===== src/rtl/rv32_lsu_pkg.sv =====
// Shared definitions for the RV32I load/store unit: access sizes, FSM
// states and the byte-lane / legality helpers used by the datapath.
package rv32_lsu_pkg;

   localparam logic [1:0] SZ_B = 2'd0;
   localparam logic [1:0] SZ_H = 2'd1;
   localparam logic [1:0] SZ_W = 2'd2;

   typedef enum logic [1:0] {
      IDLE  = 2'd0,
      ISSUE = 2'd1,
      WAIT  = 2'd2,
      RESP  = 2'd3
   } lsu_state_e;

   // Byte lanes touched by an access of the given size at the given offset.
   function automatic logic [3:0] lsu_be(input logic [1:0] size, input logic [1:0] addr);
      logic [3:0] be;
      case (size)
         SZ_B:    be = 4'b0001 << addr;
         SZ_H:    be = 4'b0011 << addr;
         SZ_W:    be = 4'b1111;
         default: be = 4'b0000;
      endcase
      return be;
   endfunction

   // True for any request that must be answered with an error instead of
   // being issued: misaligned halves/words, the reserved size, and the
   // unsigned flag on word loads or on any store.
   function automatic logic lsu_misaligned(input logic [1:0] size, input logic [1:0] addr,
                                           input logic uns, input logic we);
      logic bad;
      case (size)
         SZ_B:    bad = 1'b0;
         SZ_H:    bad = addr[0];
         SZ_W:    bad = (addr != 2'b00);
         default: bad = 1'b1;
      endcase
      if (uns && ((size == SZ_W) || we)) begin
         bad = 1'b1;
      end
      return bad;
   endfunction

endpackage


===== src/rtl/rv32_lsu_align.sv =====
// Combinational lane steering: replicates store data across the byte lanes
// and extracts/extends load data from the RAM read word.
module rv32_lsu_align
   import rv32_lsu_pkg::*;
(
   input  logic [1:0]  size,
   input  logic        uns,
   input  logic [1:0]  lane,
   input  logic [31:0] st_data,
   output logic [31:0] st_lanes,
   input  logic [31:0] ld_word,
   output logic [31:0] ld_data
);

   logic [31:0] shifted;

   // Replicate the store operand so every lane the byte enables select sees it.
   always_comb begin
      case (size)
         SZ_B:    st_lanes = {4{st_data[7:0]}};
         SZ_H:    st_lanes = {2{st_data[15:0]}};
         default: st_lanes = st_data;
      endcase
   end

   // Move the addressed lane to bit 0, then sign- or zero-extend to 32 bits.
   always_comb begin
      shifted = ld_word >> {lane, 3'b000};
      case (size)
         SZ_B:    ld_data = uns ? {24'b0, shifted[7:0]}  : {{24{shifted[7]}}, shifted[7:0]};
         SZ_H:    ld_data = uns ? {16'b0, shifted[15:0]} : {{16{shifted[15]}}, shifted[15:0]};
         default: ld_data = shifted;
      endcase
   end

endmodule


===== src/rtl/rv32_lsu.sv =====
// Load/store unit: takes one request at a time, issues a single RAM access,
// waits out the RAM read latency and returns a one-cycle response.
module rv32_lsu
   import rv32_lsu_pkg::*;
#(
   parameter int MEM_AW = 12,
   parameter int RD_LAT = 1
) (
   input  logic              clk,
   input  logic              reset,
   input  logic              req_valid,
   output logic              req_ready,
   input  logic              req_we,
   input  logic [1:0]        req_size,
   input  logic              req_unsigned,
   input  logic [31:0]       req_addr,
   input  logic [31:0]       req_wdata,
   input  logic [4:0]        req_rd,
   output logic              rsp_valid,
   output logic [31:0]       rsp_rdata,
   output logic [4:0]        rsp_rd,
   output logic              rsp_err,
   output logic              mem_en,
   output logic              mem_we,
   output logic [MEM_AW-1:0] mem_addr,
   output logic [3:0]        mem_be,
   output logic [31:0]       mem_wdata,
   input  logic [31:0]       mem_rdata
);

   localparam int CW = $clog2(RD_LAT + 1);

   lsu_state_e        state;
   lsu_state_e        state_nxt;
   logic              alive;
   logic              we_q;
   logic              uns_q;
   logic              err_q;
   logic [1:0]        size_q;
   logic [MEM_AW+1:0] addr_q;
   logic [31:0]       wdata_q;
   logic [4:0]        rd_q;
   logic [31:0]       rdata_q;
   logic [CW-1:0]     cnt;
   logic              accept;
   logic              req_bad;
   logic              cnt_zero;
   logic [31:0]       st_lanes;
   logic [31:0]       ld_data;
   logic              unused_addr_hi;

   assign accept         = req_valid & req_ready;
   assign req_bad        = lsu_misaligned(req_size, req_addr[1:0], req_unsigned, req_we);
   assign cnt_zero       = (cnt == '0);
   assign unused_addr_hi = ^req_addr[31:MEM_AW+2];

   rv32_lsu_align u_align (
      .size     (size_q),
      .uns      (uns_q),
      .lane     (addr_q[1:0]),
      .st_data  (wdata_q),
      .st_lanes (st_lanes),
      .ld_word  (mem_rdata),
      .ld_data  (ld_data)
   );

   // FSM state register.
   always_ff @(posedge clk or negedge reset) begin
      if (!reset) begin
         state <= IDLE;
      end else begin
         state <= state_nxt;
      end
   end

   // Keeps req_ready low until the first clock edge after reset is released.
   always_ff @(posedge clk or negedge reset) begin
      if (!reset) begin
         alive <= 1'b0;
      end else begin
         alive <= 1'b1;
      end
   end

   // Next-state and output decode; outputs are zero outside their state.
   always_comb begin
      state_nxt = state;
      req_ready = 1'b0;
      rsp_valid = 1'b0;
      rsp_rdata = '0;
      rsp_rd    = '0;
      rsp_err   = 1'b0;
      mem_en    = 1'b0;
      mem_we    = 1'b0;
      mem_addr  = '0;
      mem_be    = '0;
      mem_wdata = '0;
      case (state)
         IDLE: begin
            req_ready = alive;
            if (accept) begin
               state_nxt = req_bad ? RESP : ISSUE;
            end
         end
         ISSUE: begin
            mem_en    = 1'b1;
            mem_we    = we_q;
            mem_addr  = addr_q[MEM_AW+1:2];
            mem_be    = lsu_be(size_q, addr_q[1:0]);
            mem_wdata = we_q ? st_lanes : '0;
            state_nxt = we_q ? RESP : WAIT;
         end
         WAIT: begin
            if (cnt_zero) begin
               state_nxt = RESP;
            end
         end
         RESP: begin
            rsp_valid = 1'b1;
            rsp_rdata = rdata_q;
            rsp_rd    = rd_q;
            rsp_err   = err_q;
            state_nxt = IDLE;
         end
         default: state_nxt = IDLE;
      endcase
   end

   // Request fields are latched on accept; load data is captured when the
   // read latency has elapsed.
   always_ff @(posedge clk or negedge reset) begin
      if (!reset) begin
         we_q    <= 1'b0;
         uns_q   <= 1'b0;
         err_q   <= 1'b0;
         size_q  <= '0;
         addr_q  <= '0;
         wdata_q <= '0;
         rd_q    <= '0;
         rdata_q <= '0;
      end else if (accept) begin
         we_q    <= req_we;
         uns_q   <= req_unsigned;
         err_q   <= req_bad;
         size_q  <= req_size;
         addr_q  <= req_addr[MEM_AW+1:0];
         wdata_q <= req_wdata;
         rd_q    <= req_rd;
         rdata_q <= '0;
      end else if ((state == WAIT) && cnt_zero) begin
         rdata_q <= ld_data;
      end
   end

   // Read-latency counter: loaded at issue, counts down while waiting.
   always_ff @(posedge clk or negedge reset) begin
      if (!reset) begin
         cnt <= '0;
      end else if ((state == ISSUE) && !we_q) begin
         cnt <= CW'(RD_LAT - 1);
      end else if ((state == WAIT) && !cnt_zero) begin
         cnt <= cnt - 1'b1;
      end
   end

endmodule

===== config.mk =====
export PLATFORM = sky130hd
export DESIGN_NAME = rv32_lsu
export DESIGN_NICKNAME = d
export VERILOG_FILES = /design/src/rtl/rv32_lsu_pkg.sv /design/src/rtl/rv32_lsu_align.sv /design/src/rtl/rv32_lsu.sv
export SDC_FILE = /design/constraint.sdc
export NUM_CORES = 1
export LEC_CHECK = 0
export CAP_MARGIN = 15
export CORE_MARGIN = 2
export CORE_UTILIZATION = 45
export CTS_CLUSTER_SIZE = 14
export DETAILED_ROUTE_END_ITERATION = 8
export PLACE_DENSITY_LB_ADDON = 0.15
export SYNTH_ARGS = -nofsm -noshare
export SYNTH_HDL_FRONTEND = slang
export SYNTH_HIERARCHICAL = 1
export SYNTH_SLANG_ARGS = --single-unit

===== constraint.sdc =====
create_clock -name clk -period 2.3 [get_ports clk]
set_input_delay 0.345 -clock clk [delete_from_list [all_inputs] [get_ports clk]]
set_output_delay 0.345 -clock clk [all_outputs]
set_load 0.005 [all_outputs]

==> results of run 1 <==
-- worst max-delay path, cell delays in order (launching register included) --
cell and delay (ps):
dfrtp_1 410, buf_6 140, nor2_4 260, mux2_2 370, and3_1 180, dlygate4sd2_1 260
-- final cells by class --
class | instances | share of cell area
Clock inverter | 4 | 0.00714
Sequential cell | 92 | 0.286
Timing Repair Buffer | 204 | 0.266
Tap cell | 172 | 0.0267
Inverter | 6 | 0.00279
Clock buffer | 11 | 0.0314
Multi-Input combinational cell | 525 | 0.380
-- routing by layer --
| layer | wire [microns] | global-route usage |
|---|---|---|
| met5 | 0 | 0 |
| met4 | 190 | 0.0778 |
| met3 | 1030 | 0.0415 |
| met2 | 7840 | 0.387 |
| met1 | 6970 | 0.309 |
-- worst paths after layout --
kind                                  to  cells past startpoint
max                        mem_wdata[12]                      5
min                              rd_q[1]                      1
max reg2reg                  rdata_q[16]                      6
min reg2reg                      rd_q[2]                      2
max in group asynchronous      size_q[1]                      2
min in group clk                 rd_q[2]                      2
-- power breakdown --
part / internal [mW] / total [mW] / switching [mW]
Sequential: 2.33 / 2.82 / 0.496
Clock: 0.906 / 1.55 / 0.645
Combinational: 2.72 / 5.35 / 2.64
-- through the flow --
stage                     setup WS, ps  cells  TNS (ps)
after floorplan                    536    681         0
after global placement             165    991         0
after detailed placement           179    991         0
after CTS                        -12.9   1012     -12.9
after global routing             -57.0   1014      -200
final                             3.13   1014         0
-- flip-flops by register name (all words and copies together) (netlist names) --
signal and count:
size_q 2, cnt 1, state 2, wdata_q 32
we_q 1, rd_q 5, alive 1, rdata_q 32
uns_q 1, addr_q 14, err_q 1
-- kinds of logic after synthesis --
group	after synthesis	share of synthesized area
xor gates and xnor gates	1	0.00154
adders and majority gates	5	0.0110
and+or+nand+nor	390	0.316
muxes	49	0.0963
DFF	92	0.405
AOI/OAI and AO/OA	79	0.0989
buffers and inverters	64	0.0708
other	1	0.000659
-- cells in the mapped netlist, types with 4 or more instances --
master	number	share of area
nand2_1	263	0.17
dfrtp_1	92	0.40
and2_1	52	0.057
and3_1	33	0.036
mux2_2	30	0.059
a21oi_1	23	0.020
a21oi_2	20	0.031
buf_2	18	0.016
buf_4	17	0.022
o21ai_0	17	0.015
nand4_1	16	0.018
mux2i_1	15	0.026
clkbuf_1	14	0.0092
buf_6	8	0.016
inv_1	6	0.0040
nor2_1	6	0.0040
a221oi_1	5	0.0077
ha_1	5	0.011
mux2_4	4	0.011
-- repair_timing --
| action | in CTS | in global routing |
|---|---|---|
| cloned | 1 | 2 |
| hold endpoints to repair | 0 | 0 |
| resized for setup | 20 | 43 |
| buffers inserted | 5 | 0 |
| pin swaps | 2 | 1 |
| setup endpoints to repair | 49 | 26 |
==> flow_results.org, run 1 <==
** Outcome
- The flow ran to the end, but the final reports show violations.
- The checks that failed: negative hold slack.

** STA
- Transition time at the pin with the least slew margin :: 560 ps
- Maximum operating frequency :: 0.435 GHz
- Final setup violating endpoints :: 0
- Post-route minimum period :: 2300 ps
- Setup clock skew after layout :: 7.49 ps
- Final-report hold violation count :: 9
- Ratio of final minimum period to clock period :: 0.999
- Setup repair after global routing could not meet its margin everywhere.
- Final hold analysis gives a worst-case slack of -15.7 ps.
- Worst slew margin :: 0.627
- Count of pins over their slew limit :: 0

** Setup path
- CP Launch Point :: size_q[0]
- The worst setup path is captured at an output port.
- Max Fanout on Critical Path :: 6
- Required @ worst endpoint :: 1960 ps
- Worst endpoint data arrival time :: 1950 ps
- Flop2flop setup slack :: 230 ps
- The worst setup path is launched from a register.
- Kind of critical path :: register to output port
- Reg-to-reg startpoint :: addr_q[1]

** Clock tree
- Clock insertion delay at the later pin of the skew report :: 340 ps
- TritonCTS created 9 clock buffers.
- In this run, post-CTS hold repair placed 0 buffers.
- Clock tree synthesis found a total of between 90 and 100 sinks.
- Longest Clk Path Bufs :: 2
- Max H-tree Level :: 3
- After clock tree synthesis, the clock-pin slew on the worst setup and hold paths is around 70 ps.
- The root buffer cell chosen for the clock tree is clkbuf_16.
- TritonCTS built the clock tree.

** Logic synthesis
- YS warnings :: 6
- Most instantiated flip-flop cell in the synthesis netlist :: dfrtp_1
- Yosys reg bits :: 92
- A synthesized cell averages between 8 and 9 sq um.
- After synthesis, the netlist uses between 40 and 50 different library cells.
- The mapped netlist covers 5690 sq um.
- For this run, the register share of the synthesized area comes to 0.405.
- Post-Syn Instances :: roughly 680
- In this run, synthesis inferred 0 flip-flops with an integrated enable.
- Post-Syn Nets :: about 790
- Proportion of register bits with asynchronous set or reset after synthesis :: 1.00

** GRT
- Maximum number of pins on one net before global-route repair :: 52
- The via count of the first global-routing pass is 5041.
- GRT Total Usage :: 0.233
- The first global-routing pass estimated between 20000 and 25000 microns of wire.
- The initial antenna violation count came to 0.
- Summed over all layers, the global routing overflow is 0.

** Placed design
- Summed over all nets, the half-perimeter wirelength after detailed placement is 10900 microns.
- RePlAce Congestion :: 0.896
- Count of input and output buffers :: 179
- The placed instances occupy a cell area of 7500 sq um.

** Floorplan
- The floorplan step set the die height to 116 microns.
- Initial cell density of the core :: 0.456
- The region available for standard cell placement spans 12500 sq um.
- Die span in x :: 116 microns
- In this run the count of I/O pins placed on the die edge is 198.
- The die covers 13600 sq um.
- The initialized floorplan defines 41 standard-cell rows.

** Route
- Post-DR wirelength/cell :: roughly 16 microns
- Count of unresolved DRC violations after routing :: 0
- First-pass detailed-route iteration total :: 5
- DR vias :: around 5300
- Using the TritonRoute via totals, the vias-per-cell ratio works out to 5.19.
- Number of DRC markers after the initial detailed-route iteration :: between 300 and 400
- The final layout contains routed wiring with a total length of 16000 microns.
- The detail route stage leaves a number of antenna-violating nets equal to 0.

** Layout
- Measured on the finished design, the core utilization comes to 0.646.
- Fill cells :: between 1000 and 1500
- Nets :: 951
- Commonest cells after routing, fill and taps aside :: nand2_1 (263), clkdlybuf4s50_1 (153), dfrtp_1 (90), and2_1 (52), and3_1 (30)
- Area added between synthesis and finish :: 41.6%
- Layout cell share with drive strength beyond 1 :: 0.145
- Antenna Diode Count :: 0
- Area used by sequential logic in the layout :: 2300 sq um
- The library cell used most frequently in the layout, excluding fill and tap cells, is nand2_1.
- Finished Cell Area :: 8060 sq um
- The multi-input combinational cells in the finished layout cover a total of between 3000 and 4000 sq um.

** Hold path
- Hold Crit Class :: input port to async pin

** Power and ir drop
- VDD IR max :: 490 uV
- Summed over all cells, the static leakage comes to between 3 and 4 nW.
- Dividing total power by cell area gives a power density of 1210 nW/um^2.
- Overall power consumption after layout is estimated at 9.73 mW.

** Flow run
- Max-cap check violation count :: 0
Power figures use the tool's default switching activity.
==> inputs of run 2 (changes only) <==
- CAP_MARGIN: 15 -> unset
- CORE_UTILIZATION: 45 -> 46
==> run 2 against run 1 <==
  * The flow now finishes without violations
  * First-iteration DRC count shrank 7.0%
  * Via count is 1.3% higher
  * Power about the same
  * Non-clock buffer count increased by 6
  * Cell area increased by 0.37%
  * Count of clock-buffer cells in the layout unchanged
==> flow_results.org, run 2 (synthesis results as in run 1) <==
** Outcome
- Outcome :: completed (was complete, but fails checks)

** Route
- Post-route ant nets :: 0 (unchanged)
- The total wire length after detailed routing is 16300 microns (was 16000 microns).
- The number of remaining DRC errors is 0 (unchanged).
- DR vias :: 5326 (was 5260)
- The per-cell via count in the routed design is 5.24 (was 5.19).
- Post-DR wirelength/cell :: 16.1 microns (was 15.8 microns)
- The number of optimization iterations in the first detailed-route pass is 4 (was 5).
- The number of violations reported at the end of detailed-routing iteration 0 was 317 (was 341).

** Floorplan
- Die H :: 115 microns (was 116 microns)
- The core outline area was 12100 sq um (was 12500 sq um).
- Die Outline Area :: 13300 sq um (was 13600 sq um)
- IO Pins :: 198 (unchanged)
- Initial cell density of the core :: 0.472 (was 0.456)
- Die span in x :: 115 microns (was 116 microns)
- Number of rows in the core area :: 40 (was 41)

** STA
- The slew of the pin with the lowest slew margin came to 654 ps (was 560 ps).
- The number of max-slew violations in the final report was 0 (unchanged).
- The max-slew headroom at the worst pin came to 0.564 (was 0.627).
- Setup repair after global routing missed its margin :: yes (unchanged)
- Maximum operating frequency :: 0.439 GHz (was 0.435 GHz)
- The final cycle utilization of the critical path came to 0.992 (was 0.999).
- Setup clock skew after layout :: 7.38 ps (was 7.49 ps)
- Smallest hold slack :: 24.0 ps (was -15.7 ps)
- Post-route minimum period :: 2280 ps (was 2300 ps)
- The hold violation count in the final report was 0 (was 9).
- Final setup violating endpoints :: 0 (unchanged)

** Layout
- Antenna Diode Count :: 0 (unchanged)
- Layout cell share with drive strength beyond 1 :: 0.146 (was 0.145)
- Commonest cells after routing, fill and taps aside :: nand2_1 (263), clkdlybuf4s50_1 (149), dfrtp_1 (89), and2_1 (52), and3_1 (32) (was nand2_1 (263), clkdlybuf4s50_1 (153), dfrtp_1 (90), and2_1 (52), and3_1 (30))
- Most common cell after layout, fill and taps aside :: nand2_1 (unchanged)
- The layout-stage area growth over the synthesis result came to 42.2% (was 41.6%).
- The number of nets in the finished design was 957 (was 951).
- The final non-filler cell total came to 1016 (was 1014).
- Regs by FF count: rdata_q x32, wdata_q x32, addr_q x14 (unchanged).

** Setup path
- The maximum cell stage delay along the critical path is 440 ps (was 410 ps).
- Setup crit start kind :: register (unchanged)
- Max Fanout on Critical Path :: 8 (was 6)
- The critical path endpoint category is an output port (unchanged).
- Worst endpoint data arrival time :: 1940 ps (was 1950 ps)
- The path type of the worst setup path is register to output port (unchanged).
- Cell with the largest stage delay on the worst path :: clkdlybuf4s50_1 (was dfrtp_1)
- Reg-to-reg startpoint :: addr_q[0] (was addr_q[1])
- The timing startpoint of the critical path is size_q[0] (unchanged).
- Chain of cells forming the critical path :: buf_6 -> mux2i_1 -> o21ai_1 -> and3_1 -> clkdlybuf4s50_1 (was buf_6 -> nor2_4 -> mux2_2 -> and3_1 -> dlygate4sd2_1)
- The critical path required time came to 1960 ps (about the same).
- The cell count of the worst reg-to-reg path was 6 (unchanged).

** Flow run
- The reported max-cap violation count was 0 (unchanged).

** Clock tree
- The post-CTS clock slew at the launch and capture registers of the worst setup and hold paths is 60 ps (was 70 ps).
- The clock latency at the later pin of the worst-skew pair is 350 ps (was 340 ps).
- The maximum buffer depth of the clock tree was 2 (unchanged).
- TritonCTS Buffers :: 9 (unchanged)
- The TritonCTS clock tree was built (unchanged).
- The root cell of the clock tree is clkbuf_16 (unchanged).
- The number of hold buffers added after CTS is 0 (unchanged).
- The number of H-tree branching levels came to 3 (unchanged).
- TritonCTS sink count :: 92 (unchanged)

** Power and ir drop
- The total leakage power came to 4.15 nW (was 3.99 nW).
- The peak ir drop on the vdd network is 481 uV (was 490 uV).
- The total power divided by cell area was 1200 nW/um^2 (was 1210 nW/um^2).

** GRT
- The total routing usage reported by global routing is 0.240 (was 0.233).
- Remaining global-route overflow :: 0 (unchanged)
- Maximum number of pins on one net before global-route repair :: 48 (was 52)
- The global-route wire length before repair was 25300 microns (was 24900 microns).
- Via count of the first global-routing pass :: 5270 (was 5041)
- The initial antenna violation count came to 0 (unchanged).

** Placed design
- The count of input and output buffers is 179 (unchanged).
- RePlAce Congestion :: 0.902 (was 0.896)
- Detail Placement HPWL :: 11300 microns (was 10900 microns)
- Number of placed cells counting well taps :: 989 (was 991)

** Hold path
- The class of the tightest hold or removal check is input port to async pin (unchanged).
[run 2: worst max-delay path, delay by kind of cell, from the launching register on]
family	cells	cell delay, ps
flops	1	420
compound gates	1	90
mux	1	270
simple gates	1	190
buf+inv	2	620
[run 2: layout make-up]
| class | count | area [sq um] |
|---|---|---|
| clock inverters | 4 | 48.8 |
| clock buffers | 11 | 253 |
| repair buffers | 210 | 2200 |
| inverters | 6 | 22.5 |
| flip-flops and latches | 92 | 2310 |
| fillers | 1005 | 3970 |
| well taps | 168 | 210 |
| multi-input cells | 525 | 3050 |
[run 2: worst paths after layout]
path,to,slack (ps)
worst max-delay path,mem_wdata[29],20
worst min-delay path,wdata_q[0],20
worst max register to register,rdata_q[31],210
worst min register to register,rd_q[4],470
max in group asynchronous,rdata_q[1],1640
min in group clk,rd_q[4],470
[run 2: power by group]
group | total (mW) | switching, mW | internal (mW)
Sequential | 2.83 | 0.504 | 2.33
Clock | 1.51 | 0.620 | 0.894
Combinational | 5.39 | 2.65 | 2.74
[run 2: layer usage]
layer,up-vias,global-route usage,part of all wire
met5,-,0,0
li1,2552,-,-
met3,26,0.0548,0.068
met2,193,0.396,0.48
met4,0,0.0884,0.019
met1,2555,0.310,0.43
[run 2: timing repair]
item,4_1_cts,5_1_grt
gates resized for setup,18,40
setup buffers,5,6
endpoints found under the setup margin,48,94
pin swaps,1,1
gates cloned,0,1
[run 2: through the flow]
step	utilization	cell area (sq um)	setup slack (ps)	setup TNS (ps)	power, mW
detailed placement	0.624	7530	89.3	0	7.79
global placement	0.624	7530	159	0	7.62
finish	0.671	8090	19.5	0	9.74
floorplan	-	5690	536	0	6.12
global route	0.671	8090	-38.0	-38.0	10.4
CTS	0.655	7900	-78.1	-382	9.47
